===== src/rtl/fw_local_intc_ext_wb.sv =====
// fw_local_intc_ext_wb: Wishbone-attached local interrupt controller.
// Handles up to 32 sources with per-source enable, edge/level mode, sticky
// W1C pending bits for edge sources, and a claim register that returns the
// lowest-numbered active source (index+1, 0 when none).
// Optional macro FW_LOCAL_INTC_SYNC_EN adds a 2-flop synchroniser on src.
`timescale 1ns/1ps
module fw_local_intc_ext_wb #(
  parameter int unsigned N_SRCS   = 8,
  parameter logic [31:0] EN_RST   = 32'h0,
  parameter logic [31:0] MODE_RST = 32'h0
) (
  input  logic              clock,
  input  logic              reset,
  input  logic [3:0]        adr,
  input  logic [31:0]       dat_w,
  output logic [31:0]       dat_r,
  input  logic              cyc,
  input  logic              stb,
  input  logic              we,
  input  logic [3:0]        sel,
  output logic              ack,
  input  logic [N_SRCS-1:0] src,
  output logic              irq
);

  typedef enum logic {IDLE, ACK} busState_t;

  busState_t         r_state;
  logic [31:0]       r_datR;
  logic              r_ack;
  logic              r_irq;
  logic [N_SRCS-1:0] r_pending;
  logic [N_SRCS-1:0] r_enable;
  logic [N_SRCS-1:0] r_mode;
  logic [N_SRCS-1:0] r_srcQ;

  logic [N_SRCS-1:0] w_srcS;
  logic [N_SRCS-1:0] w_rise;
  logic [31:0]       w_byteMask;
  logic [N_SRCS-1:0] w_laneMask;
  logic [N_SRCS-1:0] w_wrBits;
  logic [N_SRCS-1:0] w_w1c;
  logic [N_SRCS-1:0] w_claimClr;
  logic [N_SRCS-1:0] w_active;
  logic [N_SRCS-1:0] w_claimHot;
  logic [N_SRCS-1:0] w_edgeNext;
  logic [N_SRCS-1:0] w_pendingNext;
  logic [5:0]        w_claimId;
  logic [31:0]       w_rdData;
  logic              w_access;
  logic              w_wrPending;
  logic              w_wrEnable;
  logic              w_wrMode;
  logic              w_rdClaim;
  logic              w_unusedBits;

`ifdef FW_LOCAL_INTC_SYNC_EN
  logic [N_SRCS-1:0] r_sync1;
  logic [N_SRCS-1:0] r_sync2;

  // Two-flop synchroniser so asynchronous sources are safe to sample
  always_ff @(posedge clock or posedge reset) begin
    if (reset) begin
      r_sync1 <= '0;
      r_sync2 <= '0;
    end else begin
      r_sync1 <= src;
      r_sync2 <= r_sync1;
    end
  end

  assign w_srcS = r_sync2;
`else
  assign w_srcS = src;
`endif

  // An access happens only on the IDLE edge; a held strobe in ACK is ignored
  assign w_access    = (r_state == IDLE) && cyc && stb;
  assign w_wrPending = w_access && we  && (adr[3:2] == 2'd0);
  assign w_wrEnable  = w_access && we  && (adr[3:2] == 2'd1);
  assign w_wrMode    = w_access && we  && (adr[3:2] == 2'd2);
  assign w_rdClaim   = w_access && !we && (adr[3:2] == 2'd3);

  assign w_byteMask = {{8{sel[3]}}, {8{sel[2]}}, {8{sel[1]}}, {8{sel[0]}}};
  assign w_laneMask = w_byteMask[N_SRCS-1:0];
  assign w_wrBits   = dat_w[N_SRCS-1:0] & w_laneMask;

  assign w_rise     = w_srcS & ~r_srcQ;
  assign w_active   = r_pending & r_enable;
  assign w_w1c      = w_wrPending ? w_wrBits : '0;
  assign w_claimClr = w_rdClaim ? w_claimHot : '0;

  // Edge bits: clear then set, so a new edge wins over a same-cycle clear
  assign w_edgeNext    = (r_pending & ~(w_w1c | w_claimClr)) | w_rise;
  assign w_pendingNext = (r_mode & w_edgeNext) | (~r_mode & w_srcS);

  assign w_unusedBits = ^{adr[1:0], dat_w, w_byteMask};

  // Priority encoder: scanning downward leaves the lowest active index
  always_comb begin
    w_claimId  = 6'd0;
    w_claimHot = '0;
    for (int i = N_SRCS - 1; i >= 0; i--) begin
      if (w_active[i]) begin
        w_claimId     = 6'(i + 1);
        w_claimHot    = '0;
        w_claimHot[i] = 1'b1;
      end
    end
  end

  // Read mux, zero-extending the N_SRCS-wide registers
  always_comb begin
    w_rdData = 32'h0;
    case (adr[3:2])
      2'd0:    w_rdData = 32'(r_pending);
      2'd1:    w_rdData = 32'(r_enable);
      2'd2:    w_rdData = 32'(r_mode);
      default: w_rdData = 32'(w_claimId);
    endcase
  end

  // Interrupt state: source history, pending, enable/mode and the irq line
  always_ff @(posedge clock or posedge reset) begin
    if (reset) begin
      r_srcQ    <= '0;
      r_pending <= '0;
      r_enable  <= EN_RST[N_SRCS-1:0];
      r_mode    <= MODE_RST[N_SRCS-1:0];
      r_irq     <= 1'b0;
    end else begin
      r_srcQ    <= w_srcS;
      r_pending <= w_pendingNext;
      r_irq     <= |(r_pending & r_enable);
      if (w_wrEnable) r_enable <= (r_enable & ~w_laneMask) | w_wrBits;
      if (w_wrMode)   r_mode   <= (r_mode & ~w_laneMask) | w_wrBits;
    end
  end

  // Bus handshake: one-cycle ack per access, read data captured at access
  always_ff @(posedge clock or posedge reset) begin
    if (reset) begin
      r_state <= IDLE;
      r_ack   <= 1'b0;
      r_datR  <= 32'h0;
    end else begin
      case (r_state)
        IDLE: begin
          if (cyc && stb) begin
            r_state <= ACK;
            r_ack   <= 1'b1;
            r_datR  <= w_rdData;
          end
        end
        default: begin
          r_state <= IDLE;
          r_ack   <= 1'b0;
        end
      endcase
    end
  end

  assign ack   = r_ack;
  assign dat_r = r_datR;
  assign irq   = r_irq;

endmodule


===== config.mk =====
export PLATFORM = sky130hd
export DESIGN_NAME = fw_local_intc_ext_wb
export DESIGN_NICKNAME = d
export VERILOG_FILES = /design/src/rtl/fw_local_intc_ext_wb.sv
export SDC_FILE = /design/constraint.sdc
export NUM_CORES = 1
export LEC_CHECK = 0
export ABC_AREA = 0
export CORE_MARGIN = 1
export CORE_UTILIZATION = 39
export CTS_CLUSTER_DIAMETER = 50
export CTS_CLUSTER_SIZE = 24
export DETAILED_ROUTE_END_ITERATION = 10
export PLACE_DENSITY = 0.85
export SLEW_MARGIN = 20
export SYNTH_ARGS = -nofsm -noshare
export SYNTH_HDL_FRONTEND = slang
export SYNTH_SLANG_ARGS = --single-unit

===== constraint.sdc =====
create_clock -name clock -period 1.4 [get_ports clock]
set_input_delay 0.14 -clock clock [delete_from_list [all_inputs] [get_ports clock]]
set_output_delay 0.14 -clock clock [all_outputs]
set_load 0.05 [all_outputs]

==> flow_metrics.py, run 1 <==
metrics = {
    "outcome": {
        "status": "complete, but fails checks",
        "failed_checks": "setup timing",
    },
    "logic_synthesis": {
        "synthFlopType": "sky130_fd_sc_hd__dfrtp_1",
        "post_synth_most_frequent_cells": "sky130_fd_sc_hd__dfrtp_1 (43), sky130_fd_sc_hd__nand2_1 (31), sky130_fd_sc_hd__buf_4 (25), sky130_fd_sc_hd__mux2_2 (17), sky130_fd_sc_hd__a21oi_1 (12)",
        "synth_area_per_inst_um2": 10.7,
        "synth.most_common_cell": "sky130_fd_sc_hd__dfrtp_1",
        "synth_enable_flop_cells": 0,
        "synth_cells": 202,
        "netlist.area_leader.share": 0.499,
        "netlist.top_cell.by_area": "sky130_fd_sc_hd__dfrtp_1",
        "synth.distinct_cells": 33,
        "synth.yosys.seq_area_share": 0.499,
        "syn-cell-area_mm2": 0.00216,
        "ys_seq_elements": 43,
        "synth-warning-count": 0,
        "synth_async_sr_flop_share": 1.00,
        "top_post_synthesis_cells_by_area": "sky130_fd_sc_hd__dfrtp_1 (50%), sky130_fd_sc_hd__mux2_2 (8.9%), sky130_fd_sc_hd__buf_4 (8.7%)",
    },
    "floorplan": {
        "core.rowCount": 26,
        "initial_utilization": 0.414,
        "floorplan.io_pins": 87,
        "die_h_um": 76.4,
        "core_mm2": 0.00520,
        "die_x_um": 76.4,
        "die_area_mm2": 0.00583,
    },
    "setup_path": {
        "critical_path_peak_fanout": 7,
        "endpoint_kind": "register",
        "reg2regPathDepth": 5,
        "cp_data_arrival_time_ps": 1720,
        "crit_path_start_kind": "register",
        "required_ps": 1590,
        "timing.setup.critical_path_class": "register to register",
        "regToRegEndpoint": "r_pending[4]",
        "r2r_setup_slack_ps": -130,
        "rr_startpoint": "r_state",
    },
    "timing": {
        "report.final.setup_viol": 27,
        "timing.clock.skew_ps": 4.83,
        "period_share": 1.09,
        "report.final.slew_viol_count": 0,
        "finalHoldViolations": 0,
        "final.setup.worst_slack_ps": -131,
        "timing.final.crit_period_ps": 1530,
        "maxClockFrequency_mhz": 653,
        "unrepaired_setup_endpoints_after_global_routing": "yes",
    },
    "job": {
        "cap_viol_max_count": 0,
    },
    "route": {
        "vias": 1784,
        "viasPerCell": 5.14,
        "routed_wl_mm": 5.38,
        "drc": 0,
        "route.antenna.remaining_nets": 0,
        "detailedRoute.firstIterationViolations": 134,
        "post_drt_wl_per_cell_um": 15.5,
        "drtPass1Iterations": 4,
    },
    "placement": {
        "globalplace.congestion": 0.910,
        "post-place-ws_ps": -357,
        "detailedPlacementHpwl_mm": 3.69,
        "placement.io_buffers": 33,
        "place_inst": 335,
        "place_area_mm2": 0.00273,
    },
    "power_and_ir_drop": {
        "peakVddDrop_mv": 0.625,
        "powerDensity_mw_per_mm2": 1250,
        "total_leakage_power_nw": 1.41,
        "total_power_w": 0.00369,
    },
    "grt": {
        "number_of_antenna_violations_at_the_first_check_in_global_routing": 0,
        "global_route_wire_length_before_repair_mm": 8.42,
        "global_route.usage.met2": 0.303,
        "first_global_vias": 1725,
        "grt.total_usage": 0.187,
        "groute.layer.met3.usage": 0.0407,
        "top_usage_layer": "met2",
        "grt_max_degree": 44,
        "gr-total-overflow": 0,
        "use_met1": 0.235,
    },
    "cts": {
        "ctsHoldBuffers": 0,
        "numCtsBuffers": 5,
        "cts-htree-levels": 2,
        "cts-root-to-sink-buffers": 2,
        "root_buffer": "sky130_fd_sc_hd__clkbuf_8",
        "clkSinkCount": 43,
        "cts_tree": "yes",
        "clkTransAtPathRegs_ps": 80,
        "clk_latency_ps": 300,
    },
    "cells_and_area": {
        "layout-area-overhead-vs-synth_pct": 36.7,
        "nets": 330,
        "final_cell_count_no_fill": 347,
        "post-route-cell-area_mm2": 0.00295,
        "num_antenna_cells": 0,
        "post_route_cells_drive_above_1_share": 0.329,
    },
    "hold_path": {
        "worstHoldPathType": "primary input to asynchronous set/reset pin",
    },
}
## worst max path at each step
| stage | start | endpoint | slack (ps) | cells after the start |
|---|---|---|---|---|
| 5_1_grt | r_state | r_pending[4] | -180 | 5 |
| 3_5_place_dp | cyc | r_pending[4] | -360 | 5 |
| 2_1_floorplan | r_state | r_pending[4] | 7 | 4 |
| 4_1_cts | r_state | register | -120 | 4 |
| 6_report | r_state | r_pending[4] | -130 | 5 |
| 3_3_place_gp | adr[2] | register | -320 | 5 |
## repair_timing
action | in CTS | in global routing
setup endpoints to repair | 25 | 33
gates cloned | 0 | 0
pin swaps | 10 | 9
resized for setup | 8 | 14
setup buffers | 3 | 3
## layout make-up
type / count / area [um^2]
Clock buffer: 6 / 82.6
Fill cell: 435 / 2260
Sequential cell: 43 / 1080
Tap cell: 70 / 87.6
Clock inverter: 1 / 5.00
Inverter: 3 / 11.3
Multi-Input combinational cell: 152 / 1030
Timing Repair Buffer: 72 / 656
## worst max-delay path, cell delays in order (launching register included)
cell	delay (ps)
sky130_fd_sc_hd__dfrtp_1	380
sky130_fd_sc_hd__nand3b_4	250
sky130_fd_sc_hd__nor4_4	270
sky130_fd_sc_hd__buf_4	200
sky130_fd_sc_hd__a32oi_1	70
sky130_fd_sc_hd__a32o_1	250
## power by group
| part | switching (W) | internal, W | leakage (nW) |
|---|---|---|---|
| clock network | 0.000401 | 0.000387 | 0.0470 |
| registers | 0.000169 | 0.00144 | 0.531 |
| logic | 0.000757 | 0.000544 | 0.828 |
## kinds of logic after synthesis
| family | synth area share |
|---|---|
| other cells | 0.00174 |
| buf+inv | 0.0963 |
| compound gates | 0.126 |
| mux | 0.121 |
| flops | 0.499 |
| simple gates | 0.156 |
## through the flow
stage	hold slack [ps]	setup TNS (ps)	utilization
2_1_floorplan	171	0	-
3_3_place_gp	439	-8550	0.525
3_5_place_dp	459	-9830	0.525
4_1_cts	211	-1590	0.552
5_1_grt	238	-3780	0.566
6_report	211	-2190	0.566
## layer usage
layer	vias up	wire (um)
met4	0	145
li1	827	-
met3	13	323
met1	861	2260
met5	-	0
met2	83	2640
## placed cells by master, fill, tap and decap left out, types with 2 or more instances in the layout
master,count
sky130_fd_sc_hd__conb_1,24
sky130_fd_sc_hd__a21oi_1,9
sky130_fd_sc_hd__buf_4,42
sky130_fd_sc_hd__nand3_1,3
sky130_fd_sc_hd__and2_1,2
sky130_fd_sc_hd__nand4_1,5
sky130_fd_sc_hd__a21oi_2,3
sky130_fd_sc_hd__dfrtp_1,43
sky130_fd_sc_hd__a22oi_1,2
sky130_fd_sc_hd__a22o_1,6
sky130_fd_sc_hd__a221oi_2,2
sky130_fd_sc_hd__clkdlybuf4s50_1,21
sky130_fd_sc_hd__inv_1,3
sky130_fd_sc_hd__nor2_1,11
sky130_fd_sc_hd__mux2_2,17
sky130_fd_sc_hd__buf_6,4
sky130_fd_sc_hd__buf_12,3
sky130_fd_sc_hd__clkbuf_8,6
sky130_fd_sc_hd__nand2_1,31
sky130_fd_sc_hd__a31oi_1,3
sky130_fd_sc_hd__o21ai_0,7
sky130_fd_sc_hd__mux2i_1,7
sky130_fd_sc_hd__dlymetal6s2s_1,2
sky130_fd_sc_hd__nor3_4,2
No activity file was read; power rests on OpenSTA's default activity.
==> run 2, diff against run 1 <==
Settings changed: CAP_MARGIN set to 20.
==> results of run 2 <==
The final DEF is identical to that of run 1; final timing and power are the same.
==> RTL edit 1 (config.mk and constraints of run 1) <==
`N_SRCS`: 8 -> 16.
--- a/src/rtl/fw_local_intc_ext_wb.sv
+++ b/src/rtl/fw_local_intc_ext_wb.sv
@@ -7,3 +7,3 @@
 module fw_local_intc_ext_wb #(
-  parameter int unsigned N_SRCS   = 8,
+  parameter int unsigned N_SRCS   = 16,
   parameter logic [31:0] EN_RST   = 32'h0,
Ports: changed (resized src); port bits go from 87 to 95. No check against the original RTL was run, so the function may have changed too.
==> RTL edit 1 against run 1 <==
  * Clock power grew to 2.7 times the old value
  * Critical endpoint is now dat_r[4]
  * Die area is 81% higher
  * Utilization is 7.0 points higher
  * Setup slack worse by 0.60 ns
  * The run still ends with setup timing left
  * Area after synthesis is 83% higher
  * Total power is 120% higher
  * Design area is 110% higher
  * Hold slack worse by 0.19 ns
  * Largest power group unchanged
  * Sequential cell count is 40 higher
  * Combinational power is 130% higher
  * Routed wire length is 140% higher
==> RTL edit 1: results (changes against run 1) <==
status finished, violations left (unchanged); failing checks setup timing (unchanged); CTS H-tree lvls 3 (was 2); Vias/cell 5.64 (was 5.14); clock latency on the worst-skew pair 0.37 ns (was 0.30 ns); largest net degree at the start of global routing 50 (was 44); Flop pwr share 38.0% (was 43.5%); Area after DPL 5440 um2 (was 2730 um2); CTS Buf Count 9 (was 5); DR pass1 iterations 5 (was 4); gp weighted congestion 0.878 (was 0.910); internal power 5.48 mW (was 2.37 mW); layout cells sized above 1 39.7% (was 32.9%); Mean Syn Cell Area 10.7 um2 (about the same); Layout Cells excl Fill 659 (was 347); largest cells by area after synthesis dfrtp_1, mux2_2, nand2_1 (was dfrtp_1, mux2_2, buf_4); Port Buffers 58 (was 33); final setup margin -0.734 ns (was -0.131 ns); vias in the first global route 3867 (was 1725); fillers 680 (was 435); final setup vio count 54 (was 27); Nets 582 (was 330); crit-path max FO 4 (was 7); maximum vdd drop 0.000583 V (was 0.000625 V); met2 WL 6520 um (was 2640 um); met3 wire len 938 um (was 323 um)
RTL edit 1: changes by cell type after synthesis, moves of 7 or more:
| cell | before | now |
|---|---|---|
| mux2i_1 | 7 | 15 |
| dfrtp_1 | 43 | 83 |
| mux2_2 | 17 | 33 |
| o21ai_0 | 9 | 18 |
| nor2_1 | 11 | 18 |
| a21oi_1 | 12 | 26 |
| nand3_1 | 4 | 11 |
| buf_4 | 25 | 16 |
| nand2_1 | 31 | 75 |
RTL edit 1: path summary, 6_finish.rpt:
check                        startpoint  slack [ns]  cells past startpoint          to
max                        r_pending[2]       -0.73                      7    dat_r[4]
min                               reset        0.02                      2   r_srcQ[1]
max reg2reg                r_pending[2]       -0.73                      7    dat_r[4]
min reg2reg                     r_state        0.46                      1         ack
max in group asynchronous         reset        0.92                      3  r_srcQ[10]
min in group clock               src[5]        0.24                      1   r_srcQ[5]
RTL edit 1: repair_timing:
| item | CTS | global route |
|---|---|---|
| gates resized for setup | 64 | 29 |
| hold buffers | 0 | 0 |
| endpoints found under the setup margin | 53 | 57 |
| setup buffers | 15 | 12 |
| pin swaps | 24 | 21 |
RTL edit 1: kinds of logic after synthesis:
group	Yosys count	synth area share, %
compound gates	85	14.2
mux	48	13.2
buf+inv	29	4.34
other cells	1	0.0949
simple gates	124	15.6
flops	83	52.6
RTL edit 1: critical path, cell delays in order (launching register included):
cell and delay [ns]:
dfrtp_1 0.39, a222oi_1 0.53, buf_4 0.23, buf_6 0.11, nand3_4 0.09, nor4_4 0.37
a31oi_2 0.17, a21oi_1 0.16
RTL edit 1: area by class of cell:
type                       count  area [um2]  share of cell area (%)
multi-input combinational    273        2170                    35.0
sequential                    83        2080                    33.4
timing repair buffer         149        1540                    24.7
tap                          133         166                    2.68
clock buffer                  11         141                    2.27
clock inverter                 5         100                    1.61
inverter                       5        25.0                   0.402
==> RTL edit 2 (config.mk and constraints of run 1) <==
Made on the original files. Take the reset off `r_pending` and load it in a clocked block of its own.
--- a/src/rtl/fw_local_intc_ext_wb.sv
+++ b/src/rtl/fw_local_intc_ext_wb.sv
@@ -126,3 +126,2 @@
       r_srcQ    <= '0;
-      r_pending <= '0;
       r_enable  <= EN_RST[N_SRCS-1:0];
@@ -132,3 +131,2 @@
       r_srcQ    <= w_srcS;
-      r_pending <= w_pendingNext;
       r_irq     <= |(r_pending & r_enable);
@@ -137,2 +135,6 @@
     end
+  end
+
+  always_ff @(posedge clock) begin
+    r_pending <= w_pendingNext;
   end
Formal check against the unedited RTL: not equivalent (a bounded check fails within 4 cycles, from zero or initial values and one cycle with reset high).
==> RTL edit 2 against run 1 <==
  * The flow still finishes with violations (setup timing)
  * Design area fell by 1.1%
  * Maximum frequency rose by 3.1%
  * Die area fell by 1.8%
  * Total power rose by 4.9%
  * Routed wire length fell by 9.6%
  * Sequential cell count did not move
  * Area after synthesis fell by 1.9%
  * Setup slack improved by 0.045 ns
  * Synthesized cell count did not move
  * Critical path type unchanged
  * Largest cell class unchanged
==> RTL edit 2: results (changes against run 1) <==
FFs & Latches 43 (unchanged); Nets 324 (was 330); DR pass1 iterations 4 (unchanged); post-route cell area 2920 um2 (was 2950 um2); gp weighted congestion 0.892 (was 0.910); global routing usage on met1 25.6% (was 23.5%); clkbuf count 5 (was 6); initial antenna violation count 0 (unchanged); Syn. warnings 0 (unchanged); Worst path slowest cell dfrtp_1 (unchanged); crit path DAT 1.69 ns (was 1.72 ns); Vias/cell 4.96 (was 5.14); crit-path max FO 6 (was 7); fraction of area in registers 35.5% (was 36.5%); Placed Cells 334 (was 335); Metal-1 WL 2180 um (was 2260 um); clk root buf clkbuf_8 (unchanged); clk cell area share 3.86% (was 2.97%); routing usage on met2 32.3% (was 30.3%); first-pass GRT wire length 8000 um (was 8420 um); Buffers, non-clock 66 (was 72); met3 wire len 240 um (was 323 um); cts repair resizes 10 (was 8); layout cells sized above 1 29.0% (was 32.9%); Clk power 969 uW (was 787 uW); Commonest cells post-synth dfrtp_1, nand2_1, buf_4, mux2_2, a21oi_1 (unchanged); total negative slack -1.10 ns (was -2.19 ns); final setup margin -0.0855 ns (was -0.131 ns); maximum vdd drop 0.000671 V (was 0.000625 V); Final Skew 0.00850 ns (was 0.00483 ns); multi-input combinational area share 34.7% (was 34.9%); setup repair bufs after CTS 0 (was 3); final hold vios 0 (unchanged); Starting DRT DRC Count 87 (was 134); Placement Setup Slack -0.321 ns (was -0.357 ns); Tot GR Track Use 19.3% (was 18.7%); Switching Power 1.33 mW (about the same); Area after DPL 2740 um2 (was 2730 um2); Power Total 3.87 mW (was 3.69 mW); leak pwr 1.35 nW (was 1.41 nW); HPWL after DPL 3770 um (was 3690 um); Inverters 3 (unchanged); final WL 4860 um (was 5380 um); fraction of registers with async set/reset 81.4% (was 100%); Flop pwr share 41.7% (was 43.5%); post-synth cell types 34 (was 33); largest cells by area after synthesis dfrtp_1, mux2_2, buf_4 (unchanged); status finished, violations left (unchanged); vias in the first global route 1646 (was 1725); delay-heaviest family, CP simple AND/OR/NAND/NOR gates (unchanged); final setup vio count 25 (was 27); met3 Use GR 3.70% (was 4.07%); met2 WL 2390 um (was 2640 um); fillers 444 (was 435); failing checks setup timing (unchanged); non-clk buf share 22.5% (was 22.2%); largest net degree at the start of global routing 36 (was 44); WL/cell 14.2 um (was 15.5 um); ant diodes 0 (unchanged); post-synthesis sequential area ratio 48.9% (was 49.9%)
[RTL edit 2: cell types whose count changed in the layout (fill, tap and decap cells not counted), sizes merged]
cell,change
dlymetal6s2s,-2
bufinv,+1
clkdlybuf4s50,+2
buf,-6
clkbuf,-1
dfrtp,-8
clkinv,+1
dfxtp,+8
[RTL edit 2: worst paths after layout]
path	from	endpoint	slack, ns	depth (start not counted)
min reg2reg	r_state	ack	0.46	1
max	r_state	r_pending[4]	-0.09	5
min	reset	ack	0.18	3
min in group clock	src[1]	r_srcQ[1]	0.31	1
max in group asynchronous	reset	asynchronous set/reset pin	1.04	3
max reg2reg	r_state	r_pending[4]	-0.09	5
[RTL edit 2: kinds of logic (layout without fill, tap and decap cells)]
family,Yosys count,count (layout),share of synthesized area [%]
AOI/OAI and AO/OA,41,41,12.8
DFF,43,43,48.9
muxes,24,24,12.4
other,1,24,0.177
and+or+nand+nor,63,63,15.9
buffers and inverters,30,77,9.81
